<file path="src/rtl/scroll_tick_gen.sv">
// ---------------------------------------------------------------------------
// scroll_tick_gen
//
// Paces the scrolling of a playfield. While running, a clock divider counts
// up to the current tick period. On each tick the block asks the external
// offset counter either to advance by one (offset_increase) or, when the
// offset already sits at the last position before the row edge, to clear
// (edge_go). Each level_up pulse shortens the period by STEP, down to
// MIN_PERIOD, across speed levels 0..7.
//
// Optional feature: define SCROLL_PAUSE_EN to add the pausen input and a
// PAUSE state. While paused, the divider and the speed level hold and no
// pulses are issued.
//
// Parameters
//   BASE_PERIOD  clocks per tick at speed level 0
//   STEP         period reduction per speed level
//   MIN_PERIOD   lower clamp on the tick period
//   OFFSET_MAX   last offset value before the row edge
//
// Ports
//   clock            in   system clock, rising edge
//   resetn           in   synchronous reset, active low
//   startn           in   start/restart button, active low (already synchronised)
//   game_over        in   level; stop scrolling
//   level_up         in   single-cycle pulse; raise the speed level
//   offset_in[5:0]   in   current offset from the offset counter
//   pausen           in   (SCROLL_PAUSE_EN only) pause request, active low level
//   offset_increase  out  single-cycle pulse; advance the offset by one
//   edge_go          out  single-cycle pulse; offset reached the row edge
//   running          out  high while in RUN
//   speed_level[2:0] out  current speed level
// ---------------------------------------------------------------------------
module scroll_tick_gen #(
  parameter int BASE_PERIOD = 833333,
  parameter int STEP        = 62500,
  parameter int MIN_PERIOD  = 208333,
  parameter int OFFSET_MAX  = 59
) (
  input  logic       clock,
  input  logic       resetn,
  input  logic       startn,
  input  logic       game_over,
  input  logic       level_up,
  input  logic [5:0] offset_in,
`ifdef SCROLL_PAUSE_EN
  input  logic       pausen,
`endif
  output logic       offset_increase,
  output logic       edge_go,
  output logic       running,
  output logic [2:0] speed_level
);

  typedef enum logic [1:0] {
    IDLE  = 2'd0,
    RUN   = 2'd1,
`ifdef SCROLL_PAUSE_EN
    HALT  = 2'd2,
    PAUSE = 2'd3
`else
    HALT  = 2'd2
`endif
  } state_t;

  state_t      state_reg;
  state_t      state_next;
  logic        startn_prev_reg;
  logic        start_edge;
  logic [19:0] div_cnt_reg;
  logic [2:0]  speed_level_reg;
  logic        offset_increase_reg;
  logic        edge_go_reg;

  logic [23:0] period_lut [8];
  logic [23:0] period;
  logic        period_end;
  logic        tick;
  logic        at_row_edge;
  logic        inc_next;
  logic        edge_next;

  // Period per speed level is a compile-time constant, so the table replaces
  // a runtime multiply. Computing in signed int lets a period that would go
  // negative clamp to MIN_PERIOD instead of wrapping.
  for (genvar gi = 0; gi < 8; gi++) begin : g_period
    localparam int RAW_PERIOD = BASE_PERIOD - gi * STEP;
    assign period_lut[gi] = 24'((RAW_PERIOD < MIN_PERIOD) ? MIN_PERIOD : RAW_PERIOD);
  end

  assign period = period_lut[speed_level_reg];

  // A period that shrinks below the running count fires immediately,
  // so this is a >= test rather than ==.
  assign period_end = ({4'd0, div_cnt_reg} >= (period - 24'd1));

  assign start_edge = startn_prev_reg & ~startn;

  // State register
  always_ff @(posedge clock) begin
    if (!resetn) begin
      state_reg <= IDLE;
    end else begin
      state_reg <= state_next;
    end
  end

  // Next-state logic
  always_comb begin
    state_next = state_reg;
    case (state_reg)
      IDLE: begin
        if (start_edge) state_next = RUN;
      end
      RUN: begin
        if (game_over) begin
          state_next = HALT;
`ifdef SCROLL_PAUSE_EN
        end else if (!pausen) begin
          state_next = PAUSE;
`endif
        end
      end
      HALT: begin
        if (start_edge) state_next = IDLE;
      end
`ifdef SCROLL_PAUSE_EN
      PAUSE: begin
        if (game_over) begin
          state_next = HALT;
        end else if (pausen) begin
          state_next = RUN;
        end
      end
`endif
      default: state_next = IDLE;
    endcase
  end

  // Output / pulse decode. game_over suppresses a tick landing in the same
  // cycle, so the transition to HALT never leaves a stray pulse behind.
  always_comb begin
    running     = (state_reg == RUN);
    tick        = running && period_end && !game_over;
    at_row_edge = (offset_in >= 6'(OFFSET_MAX));
    inc_next    = tick && !at_row_edge;
    edge_next   = tick && at_row_edge;
  end

  // Divider, speed level and registered pulses
  always_ff @(posedge clock) begin
    if (!resetn) begin
      startn_prev_reg     <= 1'b1;
      div_cnt_reg         <= 20'd0;
      speed_level_reg     <= 3'd0;
      offset_increase_reg <= 1'b0;
      edge_go_reg         <= 1'b0;
    end else begin
      startn_prev_reg     <= startn;
      offset_increase_reg <= inc_next;
      edge_go_reg         <= edge_next;
      if (state_reg == IDLE && start_edge) begin
        div_cnt_reg     <= 20'd0;
        speed_level_reg <= 3'd0;
      end else if (state_reg == RUN) begin
        if (period_end) begin
          div_cnt_reg <= 20'd0;
        end else begin
          div_cnt_reg <= div_cnt_reg + 20'd1;
        end
        // level_up reads the old period this cycle; the new one takes
        // effect from the next cycle because the table index is registered.
        if (level_up && speed_level_reg != 3'd7) begin
          speed_level_reg <= speed_level_reg + 3'd1;
        end
      end
    end
  end

  assign offset_increase = offset_increase_reg;
  assign edge_go         = edge_go_reg;
  assign speed_level     = speed_level_reg;

endmodule
</file>
<file path="config.mk">
export PLATFORM = sky130hd
export DESIGN_NAME = scroll_tick_gen
export DESIGN_NICKNAME = d
export VERILOG_FILES = /design/src/rtl/scroll_tick_gen.sv
export SDC_FILE = /design/constraint.sdc
export NUM_CORES = 1
export LEC_CHECK = 0
export ABC_CLOCK_PERIOD_IN_PS = 6700
export BUFFER_PORTS_ARGS = -buffer_cell sky130_fd_sc_hd__buf_4
export CORE_ASPECT_RATIO = 0.7
export CORE_MARGIN = 2
export CORE_UTILIZATION = 45
export CTS_CLUSTER_DIAMETER = 120
export DETAILED_ROUTE_END_ITERATION = 10
export HOLD_SLACK_MARGIN = 0.02
export PLACE_DENSITY = 0.66
export SYNTH_ARGS = -nofsm -noshare
export SYNTH_HDL_FRONTEND = slang
export SYNTH_SLANG_ARGS = --single-unit
</file>
<file path="constraint.sdc">
create_clock -name clock -period 6.7 [get_ports clock]
set_input_delay 0.67 -clock clock [delete_from_list [all_inputs] [get_ports clock]]
set_output_delay 0.67 -clock clock [all_outputs]
set_load 0.02 [all_outputs]
</file>
==> results.txt, run 1 <==
- # diodes: 0
- Share of the yosys chip area belonging to registers: 30.9%
* Number of hold buffers added after CTS: 0
- Global-route wire length before repair: 6.15 mm
- Cell count after synthesis: 203
- Vias in the first global route: 1274
- Number of storage elements in the synthesis netlist: 28
- The number of gates resized after CTS was 0.
* Setup repair after global routing missed its margin: false
- Die Y: 57.1 µm
- In the routed layout, each cell is associated on average with a via count of 5.18.
* Element type at the critical path start: register
* Depth of the most critical reg-to-reg path: 9
* Maximum fanout count along the critical path: 20
- Met2 wire length: 1.40 mm
* Max cap viols: 0
- The worst hold path begins at div_cnt_reg[0].
- Clock buffer depth: 2
* Critical Path End Type: register
- Slew at the pin with the worst max-slew slack: 0.931 ns
- Top Layer Used: met4
- Accumulated negative setup slack: 0 ns
- The register with the most flip-flops in the layout has 20 of them.
- In this run the critical register-to-register path is captured at div_cnt_reg[16].
* Clock latency reported for the late side of the worst-skew pair: 0.28 ns
- Power density over the cells: 164 nW/µm²
- Maximum vdd ir drop: 0.000102 V
- The number of nets in the synthesized netlist is 241.
* Number of nets in the layout: 258
* Result of the run: completed
- Counting both buffers and inverters, the worst setup path holds a total of 1.
* Overall global routing resource usage: 17.3%
- Derived from the worst setup path, the maximum achievable clock frequency is 326 MHz.
- After layout, the worst path uses 45.8% of the clock period.
- Number of buffers created by CTS: 3
- For this run, design rule violations remaining after detail routing come to 0.
- The region available for standard cell placement spans 3900 µm².
- Post-synth EDFFs: 0
- Number of rows created at floorplan: 19
- For hold timing, the worst endpoint is div_cnt_reg[0].
- Clock-pin slew reported for the worst setup and hold paths after clock tree synthesis: 0.10 ns
- Share of post-route cells with drive strength above 1: 13.7%
- Leaving out fill and tap cells, the most frequent cell in the layout is sky130_fd_sc_hd__dfxtp_1.
* Register-to-register path setup slack: 3.63 ns
- The number of pins with negative max-slew slack in the final report came to 0.
- For this design the static power due to leakage is 0.888 nW.
- Count of boundary I/O pins: 17
- Vias: 1405
* Buffer cell driving the clock tree root: sky130_fd_sc_hd__clkbuf_8
- In the layout the commonest cells are sky130_fd_sc_hd__dfxtp_1, sky130_fd_sc_hd__nor2_1, sky130_fd_sc_hd__ha_1.
- Highest-delay cell along the critical path: sky130_fd_sc_hd__o211ai_2
- Die area: 4560 µm²
* Multi-input logic area: 1180 µm²
- WS Path Type: register to register
* Class of the tightest hold or removal check: register to register
- Clock tree skew after final layout: 0.00641 ns
* Sequential cell area: 561 µm²
- Post-DP HPWL: 2.76 mm
- # H-tree levels: 1
- After clock tree synthesis, the setup repair step added 0 buffers.
* Synth Warn #: 0
* Largest net degree at the start of global routing: 21
- Routability cong.: 0.822
- Yosys mapped the design onto 40 distinct sky130hd cell types.
- Most instantiated flip-flop cell in the synthesis netlist: sky130_fd_sc_hd__dfxtp_1
- The die is 79.9 µm wide.
* Required time of the worst setup path: 6.84 ns
- The largest single stage delay on the critical path is 0.74 ns.
- For the worst setup path, the data arrival time is 3.21 ns.
- Wl on met1: 2.04 mm
- Final Setup Violations: 0
- The critical path runs through a total of 9 cells.
- TritonCTS built the clock tree.
- Total gr overflow: 0
- Dominant delay contributor by cell family on the critical path: compound AO/OA/AOI/OAI gates
- Total routed wirelength: 3.58 mm
- Worst slew margin relative to its limit: 37.8%
- After detailed routing, the met3 layer carries 125 µm of wire.
* Number of fillers in the final layout: 382
- Final critical delay including setup and external delays: 3.07 ns
* Residual antenna-violating net count after detailed routing: 0
- Counting flops with an async set or reset pin after synthesis yields a share of 0%.
- Number of I/O port buffers: 16
- Counting every sink on the clock net gives 28.
- Before antenna repair, the detailed router went through 4 iterations.
- Each instance of the synthesized netlist takes up on average 8.93 µm².
* Final hold vios: 0
- After the first detailed-routing iteration, the DRC count stood at 88.
* Number of antenna violations at the first check in global routing: 0
* Initial core utilization: 46.5%
* Area overhead of the layout relative to synthesis: 12.3%
* Synthesized area: 1810 µm²
- The worst hold path passes through 2 cells.
- Worst slack on hold paths: 0.509 ns
* FF-to-FF Start: speed_level[0]
- Dividing the detail-routed wire length by the instance count gives 13.2 µm.
- Cell-by-cell trace of the critical path: inv_1 -> ha_1 -> o21ai_0 -> ha_1 -> nand4_1 -> a211oi_1 -> a211oi_1 -> o211ai_2 -> nor2_1
## power breakdown
part           leakage, nW  total (W)  internal, W  switching [W]
combinational        0.626  0.0000272    0.0000118      0.0000155
sequential           0.226   0.000170     0.000168     0.00000215
clock               0.0357   0.000137    0.0000801      0.0000569
## cell usage after synthesis, types with 2 or more instances
cell                       count  area [µm²]
sky130_fd_sc_hd__buf_6         2        22.5
sky130_fd_sc_hd__dfxtp_1      28         561
sky130_fd_sc_hd__inv_1        11        41.3
sky130_fd_sc_hd__nor2_1       27         101
sky130_fd_sc_hd__o21ai_0       8        40.0
sky130_fd_sc_hd__xnor2_1       9        78.8
sky130_fd_sc_hd__a21oi_1       8        40.0
sky130_fd_sc_hd__nor3_1        3        15.0
sky130_fd_sc_hd__and3_1        4        25.0
sky130_fd_sc_hd__ha_1         27         338
sky130_fd_sc_hd__nor2_2        2        12.5
sky130_fd_sc_hd__nand2_1      15        56.3
sky130_fd_sc_hd__xor2_1       11        96.3
sky130_fd_sc_hd__a211oi_1      2        15.0
sky130_fd_sc_hd__a21o_1        2        15.0
sky130_fd_sc_hd__a211o_1       2        17.5
sky130_fd_sc_hd__mux2i_1       4        40.0
sky130_fd_sc_hd__nand2b_1      4        25.0
sky130_fd_sc_hd__nand3_1       6        30.0
sky130_fd_sc_hd__nor4_4        2        42.5
sky130_fd_sc_hd__nand4_1       7        43.8
## logic make-up after synthesis
family                     synth area share [%]
buffers and inverters                      4.14
muxes                                      2.83
DFF                                        30.9
and+or+nand+nor                            24.2
AOI/OAI and AO/OA                          9.59
xor gates and xnor gates                   9.66
adders and majority gates                  18.6
## worst max-delay path by stage
stage	startpoint	to	slack, ns
2_1_floorplan	speed_level[0]	div_cnt_reg[12]	4.05
3_3_place_gp	speed_level[1]	div_cnt_reg[14]	3.71
3_5_place_dp	speed_level[0]	div_cnt_reg[14]	3.63
4_1_cts	speed_level[0]	div_cnt_reg[14]	3.60
5_1_grt	speed_level[0]	div_cnt_reg[9]	3.32
6_report	speed_level[0]	div_cnt_reg[16]	3.63
## layout make-up
cell class,count,share of cell area (%)
inverters,11,2.03
clock inverters,1,1.48
well taps,52,3.20
repair buffers,16,5.90
clock buffers,3,2.03
flip-flops and latches,28,27.5
multi-input cells,160,57.8
## worst min-delay path: cells and delay by family (launching register included)
family | cells | cell delay [ns]
flip-flops | 1 | 0.35
AND/OR/NAND/NOR | 1 | 0.08
AO/OA/AOI/OAI | 1 | 0.05
## through the flow
step / cell area, µm² / std cells / setup slack, ns / utilization [%] / total power [W]
2_1_floorplan: 1810 / 203 / 4.05 / - / 0.000192
3_3_place_gp: 1960 / 267 / 3.71 / 50.4 / 0.000201
3_5_place_dp: 1960 / 267 / 3.63 / 50.4 / 0.000201
4_1_cts: 2040 / 271 / 3.60 / 52.2 / 0.000338
5_1_grt: 2040 / 271 / 3.32 / 52.2 / 0.000348
6_report: 2040 / 271 / 3.63 / 52.2 / 0.000334
## layer usage
metal	global-route usage [%]	vias to the layer above
met5	0	-
met4	2.91	0
met1	28.7	644
met2	22.4	18
li1	-	741
met3	4.27	2
Note: power is estimated with default switching activity, not from simulation.
==> run 2, diff against run 1 <==
--- a/config.mk
+++ b/config.mk
@@ -5,7 +5,7 @@
 export SDC_FILE = /design/constraint.sdc
 export NUM_CORES = 1
 export LEC_CHECK = 0
-export ABC_CLOCK_PERIOD_IN_PS = 6700
+export ABC_CLOCK_PERIOD_IN_PS = 2800
 export BUFFER_PORTS_ARGS = -buffer_cell sky130_fd_sc_hd__buf_4
 export CORE_ASPECT_RATIO = 0.7
 export CORE_MARGIN = 2
@@ -13,7 +13,7 @@
 export CTS_CLUSTER_DIAMETER = 120
 export DETAILED_ROUTE_END_ITERATION = 10
 export HOLD_SLACK_MARGIN = 0.02
-export PLACE_DENSITY = 0.66
+export PLACE_DENSITY = 0.69
 export SYNTH_ARGS = -nofsm -noshare
 export SYNTH_HDL_FRONTEND = slang
 export SYNTH_SLANG_ARGS = --single-unit
==> constraint.sdc (replaced) <==
create_clock -name clock -period 2.8 [get_ports clock]
set_input_delay 0.28 -clock clock [delete_from_list [all_inputs] [get_ports clock]]
set_output_delay 0.28 -clock clock [all_outputs]
set_load 0.02 [all_outputs]
==> run 2 against run 1 <==
- highest routed layer unchanged
- critical path type unchanged
- critical endpoint is now div_cnt_reg[18]
- flip-flop and latch count unchanged
- die area unchanged
- sequential share of layout area down 0.28 points
- power up 110%
- first-iteration DRC count fell by 24%
==> results.txt, run 2 (same netlist as run 1, synthesis figures left out) <==
- The most numerous cell type found on the critical path is sky130_fd_sc_hd__ha_1.
* Slew at the pin with the worst max-slew slack: 0.633 ns (-0.298 ns)
- Number of antenna violations at the first check in global routing: 0 (unchanged)
- Number of nets in the layout: 263 (+1.9%)
- The area of the core region came to 3900 µm² (unchanged).
* Worst setup timing slack at the placement stage: -0.0501 ns (-3.69 ns)
* Leakage: 0.917 nW (+3.3%)
* Number of remaining DRC errors: 0 (unchanged)
- Result of the run: completed
- Element type at the critical path start: register
- The die span in x came to 79.9 µm (unchanged).
- Final Worst Setup Slack: 0.102 ns (-3.53 ns)
- Share of post-route cells with drive strength above 1: 15.7% (+2.0 points)
- Number of rows created at floorplan: 19 (unchanged)
- Maximum fanout count along the critical path: 20 (unchanged)
- Depth of the most critical reg-to-reg path: 11 (+2)
- Sequential cell fraction of total power: 58.6% (+7.7 points)
- The endpoint identified for the worst register-to-register timing path is div_cnt_reg[18].
- The number of setup violations in the final report is 0 (unchanged).
- The largest incremental delay on the critical path came to 0.42 ns (-0.32 ns).
- The power per cell area was 337 nW/µm² (+110%).
- Die Y: 57.1 µm (unchanged)
- The die footprint is 4560 µm² (unchanged).
- The detailed-route wire length is 3.45 mm (-3.8%).
- The via count of the first global-routing pass is 1378 (+8.2%).
- Maximum vdd ir drop: 0.000292 V (+190%)
* WS Path Type: register to register
- The switching part of the total was 23.7% (+1.4 points).
- Highest achievable clock rate: 371 MHz (+14%)
- The overall power after layout was 0.000693 W (+110%).
- The instance count along the most critical hold path was 2 (unchanged).
- Initial core utilization: 46.5% (unchanged)
- TritonCTS clock tree: done
* Buffer cell driving the clock tree root: sky130_fd_sc_hd__clkbuf_8
- Logic gate share of total power: 9.7% (+1.6 points)
* Post-DP HPWL: 2.72 mm (-1.5%)
- The number of flip-flops in the largest register is 20 (unchanged).
* Critical Path End Type: register
- The largest individual stage delay along the critical path comes from the cell sky130_fd_sc_hd__or3_1.
- Crit share post-route: 96.4% (+51 points)
- The largest buffer count on any clock path was 2 (unchanged).
- Final critical delay including setup and external delays: 2.70 ns (-0.374 ns)
* Final core utilization: 52.8% (+0.55 points)
- The data arrival time of the critical path is 2.84 ns (-0.37 ns).
- Max cap viols: 0 (unchanged)
* Routability cong.: 0.938 (+14%)
* Switching power: 0.000164 W (+120%)
* Clock net sink count: 28 (unchanged)
- Number of I/O port buffers: 16 (unchanged)
- Drt initial violations: 67 (-24%)
- The worst reg-to-reg setup slack came to 0.10 ns (-3.53 ns).
* Number of buffers created by CTS: 3 (unchanged)
* Cell area after placement: 2000 µm² (+1.9%)
- Worst hold path endpoint: startn_prev_reg
- Worst slew margin relative to its limit: 57.6% (+20 points)
- Overall global routing resource usage: 16.5% (-0.77 points)
- Cell-by-cell trace of the critical path: buf_4 -> ha_1 -> nand2_1 -> inv_1 -> a21o_1 -> ha_1 -> nand4_1 -> or3_1 -> a211o_1 -> o211ai_4 -> nor2_1
- Residual antenna-violating net count after detailed routing: 0 (unchanged)
- Most common cell after layout, fill and taps aside: sky130_fd_sc_hd__dfxtp_1
* Average routed wire per standard cell: 12.5 µm (-5.2%)
- The count of pins on the block boundary is 17 (unchanged).
* TritonRoute pass-1 iters: 4 (unchanged)
- The wire length of the first global-routing pass was 6.07 mm (-1.4%).
- The count of filler cells inserted in the layout was 363 (-5.0%).
- Worst hold path startpoint: startn
* Class of the tightest hold or removal check: input port to register
* Clock latency reported for the late side of the worst-skew pair: 0.27 ns (about the same)
* Clock-pin slew reported for the worst setup and hold paths after clock tree synthesis: 0.09 ns (about the same)
- Total non-filler cell area in the finished layout: 2060 µm² (+1.0%)
* Pint: 0.000529 W (+100%)
- The clock share of power came to 31.7% (-9.3 points).
- Max-slew violation count: 0 (unchanged)
* Area overhead of the layout relative to synthesis: 13.5%
- The number of failing hold endpoints at the final stage came to 0 (unchanged).
- Clock tree skew after final layout: 0.00175 ns (-0.00466 ns)
- # H-tree levels: 1 (unchanged)
* Vias: 1417 (+0.85%)
- The detail-routed via count per cell was 5.15 (-0.61%).
- The final antenna diode count came to 0 (unchanged).
- Number of hold buffers added after CTS: 0 (unchanged)
- FF-to-FF Start: speed_level[0]
* Total gr overflow: 0 (unchanged)
* Most frequent cells in the layout: sky130_fd_sc_hd__dfxtp_1, sky130_fd_sc_hd__nor2_1, sky130_fd_sc_hd__ha_1
- The required time of the worst setup path came to 2.94 ns (-3.90 ns).
- The largest net degree at the start of global routing came to 21 (unchanged).
run 2: cell types whose count changed in the layout (fill, tap and decap cells not counted):
cell / change
sky130_fd_sc_hd__o211ai_2: -1
sky130_fd_sc_hd__a211oi_2: +1
sky130_fd_sc_hd__o21ai_1: +1
sky130_fd_sc_hd__o211ai_4: +1
sky130_fd_sc_hd__buf_4: +5
sky130_fd_sc_hd__o21ai_0: -1
sky130_fd_sc_hd__bufinv_16: -1
sky130_fd_sc_hd__a211oi_1: -1
run 2: cell type report:
type | count | area, µm² | area share, %
multi-input cells | 160 | 1190 | 57.9
inverters | 11 | 41.3 | 2.01
flip-flops and latches | 28 | 561 | 27.3
clock buffers | 3 | 41.3 | 2.01
repair buffers | 21 | 158 | 7.66
well taps | 52 | 65.1 | 3.16
run 2: metal layers:
metal,share of wire [%],GRT usage (%),up-vias
met1,51,23.3,635
met2,43,26.2,32
met3,5.7,4.75,2
met4,0.41,2.18,0
met5,0,0,-
li1,-,-,748
run 2: critical path: cells and delay by family, from the launching register on:
kind,cells,cell delay (ns)
adder cells (fa/ha/maj),2,0.49
flip-flops,1,0.32
AND/OR/NAND/NOR,4,0.76
buffers and inverters,2,0.22
AO/OA/AOI/OAI,3,0.76
run 2: power groups by stage:
stage | Combinational, W | Sequential (W) | Clock [W]
6_report | 0.0000672 | 0.000406 | 0.000220
4_1_cts | 0.0000685 | 0.000406 | 0.000227
3_5_place_dp | 0.0000666 | 0.000415 | 0
2_1_floorplan | 0.0000432 | 0.000416 | 0
5_1_grt | 0.0000768 | 0.000407 | 0.000242
3_3_place_gp | 0.0000655 | 0.000415 | 0
run 2: worst max-delay path by stage:
stage / startpoint / endpoint / slack (ns)
after CTS: speed_level[0] / div_cnt_reg[18] / 0.12
after global placement: speed_level[0] / div_cnt_reg[9] / 0.08
final: speed_level[0] / div_cnt_reg[18] / 0.10
after global routing: speed_level[0] / div_cnt_reg[10] / -0.005
after detailed placement: speed_level[0] / div_cnt_reg[5] / -0.05
after floorplan: speed_level[0] / div_cnt_reg[12] / 0.15
run 2: through the flow:
stage / hold slack (ns) / cells / setup TNS, ns
global placement: 0.475 / 272 / 0
detailed placement: 0.475 / 272 / -0.609
CTS: 0.187 / 275 / 0
floorplan: 0.353 / 203 / 0
global route: 0.192 / 275 / -0.00546
finish: 0.191 / 275 / 0
run 2: timing repair:
action,4_1_cts,5_1_grt
setup buffers,0,0
gates resized for setup,1,2
setup endpoints to repair,19,4
